$ cat config.mk
export PLATFORM = sky130hd
export DESIGN_NAME = edge_event_arbiter
export DESIGN_NICKNAME = d
export VERILOG_FILES = /design/src/rtl/edge_arb_pkg.sv /design/src/rtl/edge_event_arbiter_edge_sense.sv /design/src/rtl/edge_event_arbiter.sv
export SDC_FILE = /design/constraint.sdc
export NUM_CORES = 1
export LEC_CHECK = 0
export CAP_MARGIN = 10
export CORE_MARGIN = 5
export CORE_UTILIZATION = 55
export CTS_CLUSTER_DIAMETER = 100
export DETAILED_ROUTE_END_ITERATION = 10
export GPL_ROUTABILITY_DRIVEN = 0
export PLACE_DENSITY = 0.84
export SYNTH_ARGS = -nofsm -noshare
export SYNTH_HDL_FRONTEND = slang
export SYNTH_HIERARCHICAL = 1
export SYNTH_SLANG_ARGS = --single-unit
$ cat constraint.sdc
create_clock -name clk -period 8.9 [get_ports clk]
set_input_delay 1.78 -clock clk [delete_from_list [all_inputs] [get_ports clk]]
set_output_delay 1.78 -clock clk [all_outputs]
set_load 0.02 [all_outputs]
$ cat src/rtl/edge_arb_pkg.sv
`default_nettype none
// ============================================================================
// Module      : edge_arb_pkg
// Description : Shared types, constants and the round-robin pick helper for
//               the edge event arbiter.
//               Contents: evt_slot_t (pending slot), rr_pick_t (pick result),
//               FILL_CYCLES (edge suppression after reset release),
//               rr_pick() (rotating first-set search).
// Revision    : 1.0 - initial release
// ============================================================================
package edge_arb_pkg;

    // History registers need this many clocks after reset release before
    // their contents reflect real input levels.
    localparam int FILL_CYCLES = 2;

    // Upper bounds used to size package-level types independently of the
    // per-instance parameters; instances use the low bits only.
    localparam int c_MAX_CH    = 16;
    localparam int c_MAX_IDX_W = 4;
    localparam int c_TS_W_MAX  = 32;

    typedef struct packed {
        logic                  pend;
        logic                  rise;
        logic [c_TS_W_MAX-1:0] ts;
    } evt_slot_t;

    typedef struct packed {
        logic                   found;
        logic [c_MAX_IDX_W-1:0] idx;
    } rr_pick_t;

    // Search req starting at ptr+1, wrapping at num-1 -> 0. The previous
    // winner (ptr) is examined last, which gives round-robin fairness.
    function automatic rr_pick_t rr_pick(
        input logic [c_MAX_CH-1:0]    req,
        input logic [c_MAX_IDX_W-1:0] ptr,
        input int                     num
    );
        rr_pick_t r_res;
        int       j;
        r_res = '0;
        for (int k = 1; k <= c_MAX_CH; k++) begin
            if (k <= num) begin
                j = (int'(ptr) + k) % num;
                if (!r_res.found && req[j]) begin
                    r_res.found = 1'b1;
                    r_res.idx   = c_MAX_IDX_W'(j);
                end
            end
        end
        return r_res;
    endfunction

endpackage
`default_nettype wire

$ cat src/rtl/edge_event_arbiter_edge_sense.sv
`default_nettype none
// ============================================================================
// Module      : edge_sense
// Description : Per-channel two-stage level history, fill gate and
//               registered rise/fall pulse generation.
//   clk    in   clock, rising edge
//   rst_n  in   asynchronous active-low reset
//   i_d    in   synchronous level input
//   o_rise out  one-clock pulse, registered, for a 0->1 level change
//   o_fall out  one-clock pulse, registered, for a 1->0 level change
// Revision    : 1.0 - initial release
// ============================================================================
module edge_sense
    import edge_arb_pkg::*;
(
    input  logic clk,
    input  logic rst_n,
    input  logic i_d,
    output logic o_rise,
    output logic o_fall
);

    localparam int c_FILL_W = $clog2(FILL_CYCLES + 1);

    logic                r_d_q;
    logic                r_d_qq;
    logic                r_rise;
    logic                r_fall;
    logic [c_FILL_W-1:0] r_fill;
    logic                w_armed;

    // Until the history has been refilled from real input samples, the
    // reset-zero contents would fake a rising edge on any level that was
    // already high at reset release.
    assign w_armed = (r_fill == c_FILL_W'(FILL_CYCLES));

    always_ff @(posedge clk or negedge rst_n) begin
        if (!rst_n) begin
            r_d_q  <= 1'b0;
            r_d_qq <= 1'b0;
            r_fill <= '0;
            r_rise <= 1'b0;
            r_fall <= 1'b0;
        end else begin
            r_d_q  <= i_d;
            r_d_qq <= r_d_q;
            if (!w_armed) begin
                r_fill <= r_fill + c_FILL_W'(1);
            end
            r_rise <= w_armed &  r_d_q & ~r_d_qq;
            r_fall <= w_armed & ~r_d_q &  r_d_qq;
        end
    end

    assign o_rise = r_rise;
    assign o_fall = r_fall;

endmodule
`default_nettype wire

$ cat src/rtl/edge_event_arbiter.sv
`default_nettype none
// ============================================================================
// Module      : edge_event_arbiter
// Description : Captures rise/fall edges on NUM_CH level inputs, holds one
//               pending event per channel and serialises them round-robin
//               onto a single valid/ready stream. Counts dropped edges.
//   clk        in   clock, rising edge
//   rst_n      in   asynchronous active-low reset
//   d          in   [NUM_CH] level inputs
//   ch_en      in   [NUM_CH] per-channel capture enable
//   evt_valid  out  event available
//   evt_ready  in   consumer accept
//   evt_ch     out  channel index of the presented event
//   evt_rise   out  1 = rising, 0 = falling
//   evt_ts     out  capture timestamp (zero unless timestamps enabled)
//   drop_cnt   out  saturating dropped-edge count
//   drop_clr   in   synchronous clear of drop_cnt (wins over increment)
// Build option: define EDGE_ARB_TIMESTAMP_EN to add a free-running capture
//               timestamp carried with each event.
// Revision    : 1.0 - initial release
// ============================================================================
module edge_event_arbiter
    import edge_arb_pkg::*;
#(
    parameter int NUM_CH = 4,
    parameter int CNT_W  = 8,
    parameter int TS_W   = 16
)(
    input  logic                      clk,
    input  logic                      rst_n,
    input  logic [NUM_CH-1:0]         d,
    input  logic [NUM_CH-1:0]         ch_en,
    output logic                      evt_valid,
    input  logic                      evt_ready,
    output logic [$clog2(NUM_CH)-1:0] evt_ch,
    output logic                      evt_rise,
    output logic [TS_W-1:0]           evt_ts,
    output logic [CNT_W-1:0]          drop_cnt,
    input  logic                      drop_clr
);

    localparam int c_IDX_W = $clog2(NUM_CH);
    localparam int c_DN_W  = $clog2(NUM_CH + 1);
    localparam int c_SUM_W = CNT_W + c_DN_W;

    logic [NUM_CH-1:0]     w_rise;
    logic [NUM_CH-1:0]     w_fall;
    logic [NUM_CH-1:0]     w_edge;
    evt_slot_t             r_slot [NUM_CH];
    logic [NUM_CH-1:0]     w_req;
    logic [NUM_CH-1:0]     w_free;
    logic [NUM_CH-1:0]     w_cap;
    logic [NUM_CH-1:0]     w_drop;
    logic [c_DN_W-1:0]     w_drop_n;
    logic [c_SUM_W-1:0]    w_drop_sum;
    logic [CNT_W-1:0]      w_drop_nxt;
    logic [CNT_W-1:0]      r_drop_cnt;
    rr_pick_t              w_pick;
    logic                  w_load;
    logic                  w_grant;
    logic [c_IDX_W-1:0]    w_gidx;
    logic [c_IDX_W-1:0]    r_ptr;
    logic                  r_valid;
    logic [c_IDX_W-1:0]    r_ch;
    logic                  r_rise;
    logic [c_TS_W_MAX-1:0] w_ts_now;
    logic                  w_unused;

    generate
        for (genvar g = 0; g < NUM_CH; g++) begin : g_sense
            edge_sense u_sense (
                .clk    (clk),
                .rst_n  (rst_n),
                .i_d    (d[g]),
                .o_rise (w_rise[g]),
                .o_fall (w_fall[g])
            );
        end
    endgenerate

    assign w_edge = w_rise | w_fall;

    // ---------------------------------------------------------------- arbiter
    always_comb begin
        w_req = '0;
        for (int i = 0; i < NUM_CH; i++) begin
            w_req[i] = r_slot[i].pend;
        end
    end

    assign w_pick  = rr_pick(c_MAX_CH'(w_req), c_MAX_IDX_W'(r_ptr), NUM_CH);
    assign w_load  = ~r_valid | evt_ready;
    assign w_grant = w_load & w_pick.found;
    assign w_gidx  = w_pick.idx[c_IDX_W-1:0];

    // A slot being handed to the output register this cycle may take a new
    // edge in the same cycle, so a freed slot counts as empty.
    always_comb begin
        w_free = '0;
        w_cap  = '0;
        w_drop = '0;
        for (int i = 0; i < NUM_CH; i++) begin
            w_free[i] = w_grant && (w_gidx == c_IDX_W'(i));
            w_cap[i]  = ch_en[i] && w_edge[i] && (!r_slot[i].pend || w_free[i]);
            w_drop[i] = ch_en[i] && w_edge[i] && r_slot[i].pend && !w_free[i];
        end
    end

    // ------------------------------------------------------------- timestamp
`ifdef EDGE_ARB_TIMESTAMP_EN
    logic [TS_W-1:0] r_ts_cnt;
    logic [TS_W-1:0] r_evt_ts;

    always_ff @(posedge clk or negedge rst_n) begin
        if (!rst_n) begin
            r_ts_cnt <= '0;
            r_evt_ts <= '0;
        end else begin
            r_ts_cnt <= r_ts_cnt + TS_W'(1);
            if (w_grant) begin
                r_evt_ts <= r_slot[w_gidx].ts[TS_W-1:0];
            end
        end
    end

    assign w_ts_now = c_TS_W_MAX'(r_ts_cnt);
    assign evt_ts   = r_evt_ts;
`else
    assign w_ts_now = '0;
    assign evt_ts   = '0;
`endif

    // ----------------------------------------------------------------- slots
    always_ff @(posedge clk or negedge rst_n) begin
        if (!rst_n) begin
            for (int i = 0; i < NUM_CH; i++) begin
                r_slot[i] <= '0;
            end
        end else begin
            for (int i = 0; i < NUM_CH; i++) begin
                if (w_cap[i]) begin
                    r_slot[i].pend <= 1'b1;
                    r_slot[i].rise <= w_rise[i];
                    r_slot[i].ts   <= w_ts_now;
                end else if (w_free[i]) begin
                    r_slot[i].pend <= 1'b0;
                end
            end
        end
    end

    // ---------------------------------------------------------- drop counter
    always_comb begin
        w_drop_n = '0;
        for (int i = 0; i < NUM_CH; i++) begin
            w_drop_n = w_drop_n + c_DN_W'(w_drop[i]);
        end
    end

    // Sum in a wider word so a carry past the counter width means saturate.
    assign w_drop_sum = c_SUM_W'(r_drop_cnt) + c_SUM_W'(w_drop_n);
    assign w_drop_nxt = (|w_drop_sum[c_SUM_W-1:CNT_W]) ? '1 : w_drop_sum[CNT_W-1:0];

    always_ff @(posedge clk or negedge rst_n) begin
        if (!rst_n) begin
            r_drop_cnt <= '0;
        end else if (drop_clr) begin
            r_drop_cnt <= '0;
        end else begin
            r_drop_cnt <= w_drop_nxt;
        end
    end

    // ------------------------------------------------------- output register
    always_ff @(posedge clk or negedge rst_n) begin
        if (!rst_n) begin
            r_valid <= 1'b0;
            r_ch    <= '0;
            r_rise  <= 1'b0;
            r_ptr   <= c_IDX_W'(NUM_CH - 1);
        end else if (w_load) begin
            r_valid <= w_pick.found;
            if (w_pick.found) begin
                r_ch   <= w_gidx;
                r_rise <= r_slot[w_gidx].rise;
                r_ptr  <= w_gidx;
            end
        end
    end

    assign evt_valid = r_valid;
    assign evt_ch    = r_ch;
    assign evt_rise  = r_rise;
    assign drop_cnt  = r_drop_cnt;

    // Package types are sized for the largest configuration; the bits above
    // this instance's widths are intentionally left unread.
    always_comb begin
        w_unused = ^w_pick.idx;
        for (int i = 0; i < NUM_CH; i++) begin
            w_unused = w_unused ^ (^r_slot[i].ts);
        end
    end

endmodule
`default_nettype wire

==> results.py <==
metrics = {
    "outcome": {
        "status": "completed",
    },
    "sta": {
        "worst_slew_pin_slew_ns": 0.960,
        "slew-limit-headroom": 0.360,
        "fmax_mhz": 204,
        "setup_tns_ns": 0,
        "setup_viol": 0,
        "rsz0062_at_grt": "false",
        "fin_ws_ns": 4.00,
        "fin_worst_skew_ns": 0.00905,
        "fin_crit_ns": 4.90,
        "drv_slew": 0,
        "hold_viol": 0,
        "fin_crit_sh": 0.550,
    },
    "clocking": {
        "cts_tree": "built",
        "cts_hold_buf": 0,
        "path_clk_slew_ns": 0.07,
        "clockBufferDepth": 2,
        "cts_made_buffers": 5,
        "cts_root_buf": "clkbuf_8",
        "insertion_delay_ns": 0.29,
        "clock_sinks": 46,
        "cts_max_level": 2,
        "post-cts-setup-buffers": 0,
        "cts_resized": 0,
    },
    "worst_hold_path": {
        "hold_path_depth": 0,
        "min_path_type": "reg -> reg",
    },
    "finish": {
        "final_nets": 241,
        "ff_latch_area_sq_um": 1150,
        "drive_gt1_frac": 0.0679,
        "diodes": 0,
        "area_delta_synth_final_pct": 13.9,
        "n_fill_cell": 295,
        "multi_input_area_sq_um": 875,
    },
    "yosys": {
        "synth.most_common_cell": "dfrtp_1",
        "yosys.area.top_type": "dfrtp_1",
        "synthDominantCellAreaShare": 0.513,
        "avgSynthCellArea_sq_um": 11.1,
        "synth-simple-area-share": 0.146,
        "synth.cell_area_sq_um": 2140,
        "yosys-mux-area-fraction": 0.0408,
        "yosys_warnings": 6,
        "synth.distinct_cells": 39,
        "synth_compound_area_frac": 0.103,
        "synth_top_family_by_area": "simple AND/OR/NAND/NOR gates",
        "yosys_register_bits": 46,
        "synth_xor_area_frac": 0.0327,
        "synthTopCellsByCount": "44 x dfrtp_1, 22 x nand2_1, 16 x buf_4",
        "ys_seq_area_frac": 0.538,
        "ys.flop_type": "dfrtp_1",
        "synth_edf_count": 0,
        "synth_area_leaders": "dfrtp_1 51%, buf_4 5.6%, nand2_1 3.9%",
        "async_reset_ff_frac": 1.00,
        "synthAdderAreaFrac": 0.0572,
        "synthCells": 193,
    },
    "placed_design": {
        "place_ws_ns": 3.70,
        "io_buffer_count": 23,
        "dp_hpwl_mm": 2.59,
    },
    "worst_setup_path": {
        "worstSetupPathType": "in -> reg",
        "worst_setup_path_start_kind": "input port",
        "crit_chain": "clkdlybuf4s50_1, nand2b_1, nor2b_1, nand2_1, o21a_1, o211ai_1, fa_1, fa_1, inv_1, fa_1, and3_1, nand3_1, a21oi_1",
        "cp-end-kind": "register",
        "critPathMaxStageDelay_ns": 0.47,
        "cp_slowest_cell": "fa_1",
        "cp.arrival_ns": 5.11,
        "reg2reg_depth": 11,
        "path_max_fanout": 6,
        "cpMostUsedCell": "fa_1",
        "required_ns": 9.11,
    },
    "drt": {
        "first_pass_iters": 6,
        "route.detailed.drc": 0,
        "via_count": 1366,
        "ant_nets": 0,
        "drtIter0Drc": 91,
        "finalWirelength_mm": 3.39,
        "wl_per_cell_um": 12.6,
        "vias_per_cell": 5.08,
    },
    "floorplanning": {
        "die_h_um": 72.4,
        "io_pins": 40,
        "dieArea_sq_um": 5250,
        "die-width_um": 72.4,
        "start_util": 0.577,
        "rows": 22,
        "core_sq_um": 3720,
    },
    "power_and_ir_drop": {
        "p_leak_nw": 1.14,
        "internal_power_mw": 0.413,
        "power.density_nw_per_um2": 254,
        "vdd_drop_max_v": 0.000149,
        "netSwitchingFraction": 0.336,
        "pwr-share-clk": 0.190,
        "combPwrFrac": 0.345,
        "p_seq_frac": 0.465,
        "p_sw_mw": 0.208,
    },
    "global_routing": {
        "grt_pass1_wl_mm": 5.61,
        "grt_overflow": 0,
        "grt_max_degree": 47,
        "antenna_found_initial": 0,
        "grt_pass1_vias": 1253,
        "track_usage": 0.141,
    },
    "job": {
        "cap_violations": 0,
    },
}
==> power groups by stage <==
stage	Combinational (mW)	Clock, mW	Sequential (mW)
floorplan	0.152	0	0.296
global placement	0.211	0	0.292
detailed placement	0.216	0	0.293
CTS	0.217	0.122	0.289
global route	0.239	0.130	0.296
finish	0.214	0.118	0.289
==> sequential cells by signal, indices dropped and copies added, names as in the netlist <==
name and count:
evt_ch 2, r_slot 8, g_sense.u_sense/r_d_q 4, g_sense.u_sense/r_d_qq 4
g_sense.u_sense/r_fill 8, drop_cnt 8, g_sense.u_sense/o_rise 4, r_ptr 2
g_sense.u_sense/o_fall 4, evt_rise 1, evt_valid 1
==> per-layer routing <==
layer	wire length, um	vias up	share of wire	global-route usage
met5	0	-	0	0
met4	27	0	0.0080	0.0615
met3	224	2	0.066	0.0402
met2	1650	44	0.49	0.220
met1	1480	640	0.44	0.183
li1	-	680	-	-
==> per-stage QoR <==
step | util | cells | hold slack, ns | instance area, sq um | total power, mW
floorplan | - | 208 | 0.367 | 2200 | 0.448
global placement | 0.636 | 262 | 0.375 | 2360 | 0.503
detailed placement | 0.636 | 262 | 0.379 | 2360 | 0.509
CTS | 0.657 | 269 | 0.397 | 2440 | 0.628
global route | 0.657 | 269 | 0.409 | 2440 | 0.665
finish | 0.657 | 269 | 0.395 | 2440 | 0.621
==> placed cells by master, fill, tap and decap left out, types with 4 or more instances in the layout <==
master / instances
nand2_1: 22
and3b_1: 4
mux2i_1: 5
clkbuf_8: 5
conb_1: 16
nor3_1: 4
nor2_1: 10
o21ai_0: 4
nand3b_1: 4
clkdlybuf4s50_1: 22
ha_1: 5
inv_1: 13
nand2b_1: 9
xnor2_1: 5
dfrtp_1: 44
a21oi_1: 6
o22ai_1: 4
==> critical path: cells and delay by family <==
| family | cells | cell delay, ns |
|---|---|---|
| adders and majority gates | 3 | 1.14 |
| and+or+nand+nor | 5 | 1.10 |
| AOI/OAI and AO/OA | 3 | 0.55 |
| buffers and inverters | 2 | 0.54 |
==> worst paths after layout <==
path	from	endpoint	slack (ns)
worst max-delay path	evt_ready	drop_cnt[1]	4.00
worst min-delay path	g_sense[3].u_sense/r_d_q	g_sense[3].u_sense/r_d_qq	0.40
worst max register to register	r_slot[135]	drop_cnt[1]	5.29
worst min register to register	g_sense[3].u_sense/r_d_q	g_sense[3].u_sense/r_d_qq	0.40
max in group asynchronous	rst_n	drop_cnt[3]	6.67
min in group asynchronous	rst_n	g_sense[0].u_sense/r_fill[0]	1.64
==> area by class of cell <==
| type | count | share of cell area |
|---|---|---|
| Timing Repair Buffer | 23 | 0.0922 |
| Inverter | 13 | 0.0200 |
| Clock buffer | 6 | 0.0297 |
| Multi-Input combinational cell | 132 | 0.358 |
| Sequential cell | 46 | 0.472 |
| Clock inverter | 1 | 0.00307 |
| Tap cell | 48 | 0.0246 |
==> cells by family after synthesis <==
kind of cell             after synthesis
adder cells (fa/ha/maj)                8
XOR/XNOR                               8
multiplexers                           7
buffers and inverters                 30
flip-flops                            46
AO/OA/AOI/OAI                         31
AND/OR/NAND/NOR                       62
other                                  1
No activity file was read; power rests on OpenSTA's default activity.
==> RTL change 1, RTL diff (same settings) <==
Change the parameter `CNT_W` from 8 to 9.
--- a/src/rtl/edge_event_arbiter.sv
+++ b/src/rtl/edge_event_arbiter.sv
@@ -23,7 +23,7 @@
     import edge_arb_pkg::*;
 #(
     parameter int NUM_CH = 4,
-    parameter int CNT_W  = 8,
+    parameter int CNT_W  = 9,
     parameter int TS_W   = 16
 )(
     input  logic                      clk,
Interface: changed (resized drop_cnt); port bits go from 40 to 41. The function was not compared with the original's and may differ.
==> RTL change 1 against the unedited design <==
Power is 7.5% higher. Final area is 6.8% higher. Worst setup slack better by 0.32 ns. Non-clock buffer count is 1 higher. Combinational power is 10% higher. Global-route usage is 0.76 points higher. Synthesized area is 7.5% higher. Sequential share of layout area is 2.0 points lower. Worst hold slack better by 0.0013 ns. Wire length is 13% higher. Largest power group unchanged. Clock skew hardly changed. Largest cell class unchanged. Sequential cell count is 1 higher.
==> RTL change 1: results <==
set metrics [dict create \
    io_buffers 24 \
    hpwl_um 2951 \
    async_flop_share_pct 100.0 \
    grt_max_degree 48 \
    hold_depth 0 \
    switching_power_uw 238.2 \
    clock_latency_ns 0.29 \
    cts_resized 0 \
    yosysWarnings 6 \
    grt.total_usage_pct 14.84 \
    cp_max_fo 10 \
    worst-endpoint-arrival_ns 4.78 \
    dr.pass1.iters 4 \
    peakVddDrop_mv 0.1599 \
    routed_wl_um 3828 \
    rr_worst_depth 11 \
    nets 266 \
    antenna_found_initial 0 \
    worstMarginPinSlew_ns 0.9932 \
    internal_power_uw 429.4 \
    post_cts_buffers 0 \
    wl_per_cell_um 12.89 \
    leakage_uw 0.001199 \
    syn_area_per_cell_um2 10.43 \
    placed_cell_area_mm2 0.002504 \
    place_ws_ns 4.021 \
    grt_pass1_wl_um 6258 \
    ys_seq_area_share_pct 51.14 \
    final_layout_size_suffix_gt1_share_pct 7.692 \
    ant_nets 0 \
    skew_ns 0.008714 \
    largest_register_ffs 9 \
    root_buffer "clkbuf_8" \
    slowest_delay_ns 0.50 \
    n_antenna_cell 0 \
    synthTopCellsByCount "45 x dfrtp_1, 27 x nand2_1, 17 x inv_1, 16 x buf_4, 12 x a21oi_1" \
    grt_pass1_vias 1417 \
    comb_power_share_pct 35.3 \
    powerClk_uw 137 \
    clk_pin_slew_worst_paths_ns 0.08 \
    numCtsBuffers 5 \
    clockBufferDepth 2 \
    drt-initial-drc-count 74 \
    ys.flop_type "dfrtp_1" \
    run_status "finished clean" \
    synth_cell_types 47 \
    synthTopCellsByArea "dfrtp_1 49%, buf_4 5.2%, nand2_1 4.4%, mux2i_1 3.0%, inv_1 2.8%" \
    cp_top_family "compound AO/OA/AOI/OAI gates" \
    cts.htree.levels 2 \
    drt-vias-per-instance 5.168 \
    cp_slowest_cell "or3_1" \
    dpl.cell_count 289 \
    hold_path_class "flop to flop" \
]
==> RTL change 1: changes by cell type in the layout (fill, tap and decap cells not counted), moves of 3 or more <==
| cell | before | now |
|---|---|---|
| a21oi_1 | 6 | 12 |
| inv_1 | 13 | 17 |
| nand2_1 | 22 | 27 |
| nand3_1 | 3 | 6 |
| nand3b_1 | 4 | 1 |
==> RTL change 1: cells by family after synthesis <==
| family | share of synthesized area [%] |
|---|---|
| and+or+nand+nor | 16.34 |
| DFF | 51.14 |
| AOI/OAI and AO/OA | 10.97 |
| buffers and inverters | 9.501 |
| adders and majority gates | 5.320 |
| xor gates and xnor gates | 3.040 |
| muxes | 3.529 |
| other | 0.1627 |
==> RTL change 1: path summary, 6_finish.rpt <==
check,start,endpoint,slack (ns)
max,evt_ready,drop_cnt[6],4.33
min,g_sense[1].u_sense/r_d_q,g_sense[1].u_sense/r_d_qq,0.40
max reg2reg,r_ptr[1],drop_cnt[6],5.39
min reg2reg,g_sense[1].u_sense/r_d_q,g_sense[1].u_sense/r_d_qq,0.40
max in group asynchronous,rst_n,drop_cnt[7],6.64
min in group asynchronous,rst_n,g_sense[2].u_sense/r_fill[1],1.64
==> RTL change 1: metal layers <==
metal	share of wire (%)	track usage, %	vias up
met1	45	19.34	728
met2	48	23.61	35
met3	6.5	4.673	6
met5	0	0	-
li1	-	-	766
met4	1.2	5.138	0
==> RTL change 1: final cells by class <==
cell class	instances	area (um^2)
Sequential cell	47	1179
Clock buffer	7	96.34
Inverter	17	63.81
Multi-Input combinational cell	151	963.4
Clock inverter	1	7.507
Tap cell	50	62.56
Fill cell	341	1421
Timing Repair Buffer	24	235.2
==> RTL change 2, RTL diff (same flow settings) <==
Made on the original files. Put one more register stage on the output `drop_cnt`, without a reset. The value now appears one clock later. The other outputs are not delayed to match.
--- a/src/rtl/edge_event_arbiter.sv
+++ b/src/rtl/edge_event_arbiter.sv
@@ -191,7 +191,9 @@
     assign evt_valid = r_valid;
     assign evt_ch    = r_ch;
     assign evt_rise  = r_rise;
-    assign drop_cnt  = r_drop_cnt;
+    always_ff @(posedge clk) begin
+        drop_cnt <= r_drop_cnt;
+    end
 
     // Package types are sized for the largest configuration; the bits above
     // this instance's widths are intentionally left unread.
Behaviour: same outputs for any inputs over 4 cycles, from zero or initial values and one cycle with rst_n low; that may be too few to reach the edited logic, so the function may still have changed.
==> RTL change 2 against the unedited design <==
Synthesized area up 7.2%. Count of clock-buffer cells in the layout up 1. Sequential cell count grew 8. Synthesized cell count rose by 3.6%. Combinational power down 6%. Clock power increased by 13%. Final area is 6.7% higher. Register-to-register slack got worse by 0.20 ns. Worst setup slack lost 0.048 ns. Wire length rose by 3.5%. Power rose by 6.9%. Non-clock buffer count is the same. Highest routed layer unchanged.
==> RTL change 2: results <==
set metrics [dict create \
    drt-vias-per-instance 5.025 \
    grt_pass1_wl_um 6058 \
    nets 247 \
    leakage_uw 0.001238 \
    ys_seq_area_share_pct 57.16 \
    synthTopCellsByCount "44 x dfrtp_1, 23 x nand2_1, 16 x buf_4, 13 x inv_1" \
    worstMarginPinSlew_ns 0.9491 \
    final_layout_size_suffix_gt1_share_pct 7.018 \
    skew_ns 0.008134 \
    synth_cell_types 36 \
    io_buffers 23 \
    run_status "finished clean" \
    clock_latency_ns 0.30 \
    routed_wl_um 3508 \
    numCtsBuffers 5 \
    grt_max_degree 47 \
    peakVddDrop_mv 0.1376 \
    hpwl_um 2597 \
    clockBufferDepth 2 \
    drt-initial-drc-count 108 \
    grt.total_usage_pct 14.59 \
    antenna_found_initial 0 \
    place_ws_ns 3.722 \
    cp_max_fo 10 \
    n_antenna_cell 0 \
    worst-endpoint-arrival_ns 5.11 \
    post_cts_buffers 0 \
    async_flop_share_pct 85.19 \
    clk_pin_slew_worst_paths_ns 0.08 \
    hold_path_class "flop to flop" \
    cts_resized 0 \
    root_buffer "clkbuf_8" \
    switching_power_uw 223.1 \
    dr.pass1.iters 4 \
    cts.htree.levels 2 \
    synthTopCellsByArea "dfrtp_1 48%, dfxtp_1 7.0%, buf_4 5.2%, nand2_1 3.8%, mux2i_1 3.5%" \
    yosysWarnings 6 \
]
==> RTL change 2: cell types whose count changed in the layout (fill, tap and decap cells not counted), sizes merged, moves of 4 or more <==
cell    change
a21oi       +5
dfxtp       +8
nand2b      -5
nand3b      -4
nor3        -4
o22ai       -4
==> RTL change 2: cell type report <==
cell class	instances	area [um^2]
tap	50	62.56
inverter	13	48.80
clock buffer	7	86.33
multi-input combinational	130	863.3
sequential	54	1314
timing repair buffer	23	225.2
fill	309	1424
clock inverter	1	5.005
==> RTL change 2: power by group through the flow <==
stage | Sequential (uW) | Clock [uW] | Combinational (uW)
final | 330 | 133 | 202
after global routing | 336 | 150 | 226
after CTS | 330 | 139 | 203
after detailed placement | 335 | 0 | 201
after global placement | 334 | 0 | 193
after floorplan | 339 | 0 | 135
==> RTL change 2: worst paths after layout <==
| check | start | end | slack (ns) | depth (start not counted) |
|---|---|---|---|---|
| setup / recovery | evt_ready | r_drop_cnt[1] | 3.95 | 13 |
| hold / removal | g_sense[2].u_sense/r_d_q | g_sense[2].u_sense/r_d_qq | 0.40 | 0 |
| setup reg to reg | r_slot[101] | r_drop_cnt[1] | 5.09 | 12 |
| hold reg to reg | g_sense[2].u_sense/r_d_q | g_sense[2].u_sense/r_d_qq | 0.40 | 0 |
| max in group asynchronous | rst_n | r_drop_cnt[1] | 6.68 | 1 |
| min in group asynchronous | rst_n | g_sense[3].u_sense/r_fill[0] | 1.63 | 1 |
==> RTL change 2: logic make-up after synthesis <==
family          synth area share, %
fa+ha+maj                     5.335
simple gates                  12.79
compound gates                9.799
flops                         57.16
xor+xnor                      3.049
buf+inv                       7.730
mux                           3.974
other cells                  0.1632
==> RTL change 2: critical path, stage by stage <==
cell and delay, ns:
clkdlybuf4s50_1 0.38, nand2b_1 0.17, nor2b_1 0.23, o211ai_1 0.16, nand2_1 0.11, or2_1 0.28
fa_1 0.52, inv_1 0.05, fa_1 0.42, fa_1 0.40, and3_1 0.22, nand3_1 0.26
a21oi_1 0.12
==> RTL change 2: per-layer routing <==
| layer | vias up | wire length, um | GRT usage (%) |
|---|---|---|---|
| li1 | 694 | - | - |
| met1 | 657 | 1538 | 18.17 |
| met2 | 38 | 1679 | 23.22 |
| met3 | 8 | 222 | 4.406 |
| met4 | 0 | 67 | 7.312 |
| met5 | - | 0 | 0 |
==> RTL change 2: per-stage QoR <==
step	area [um^2]	instances	power (uW)
floorplan	2355	215	474.0
global placement	2514	270	526.8
detailed placement	2514	270	535.8
CTS	2605	278	672.3
global route	2605	278	711.9
finish	2605	278	664.4
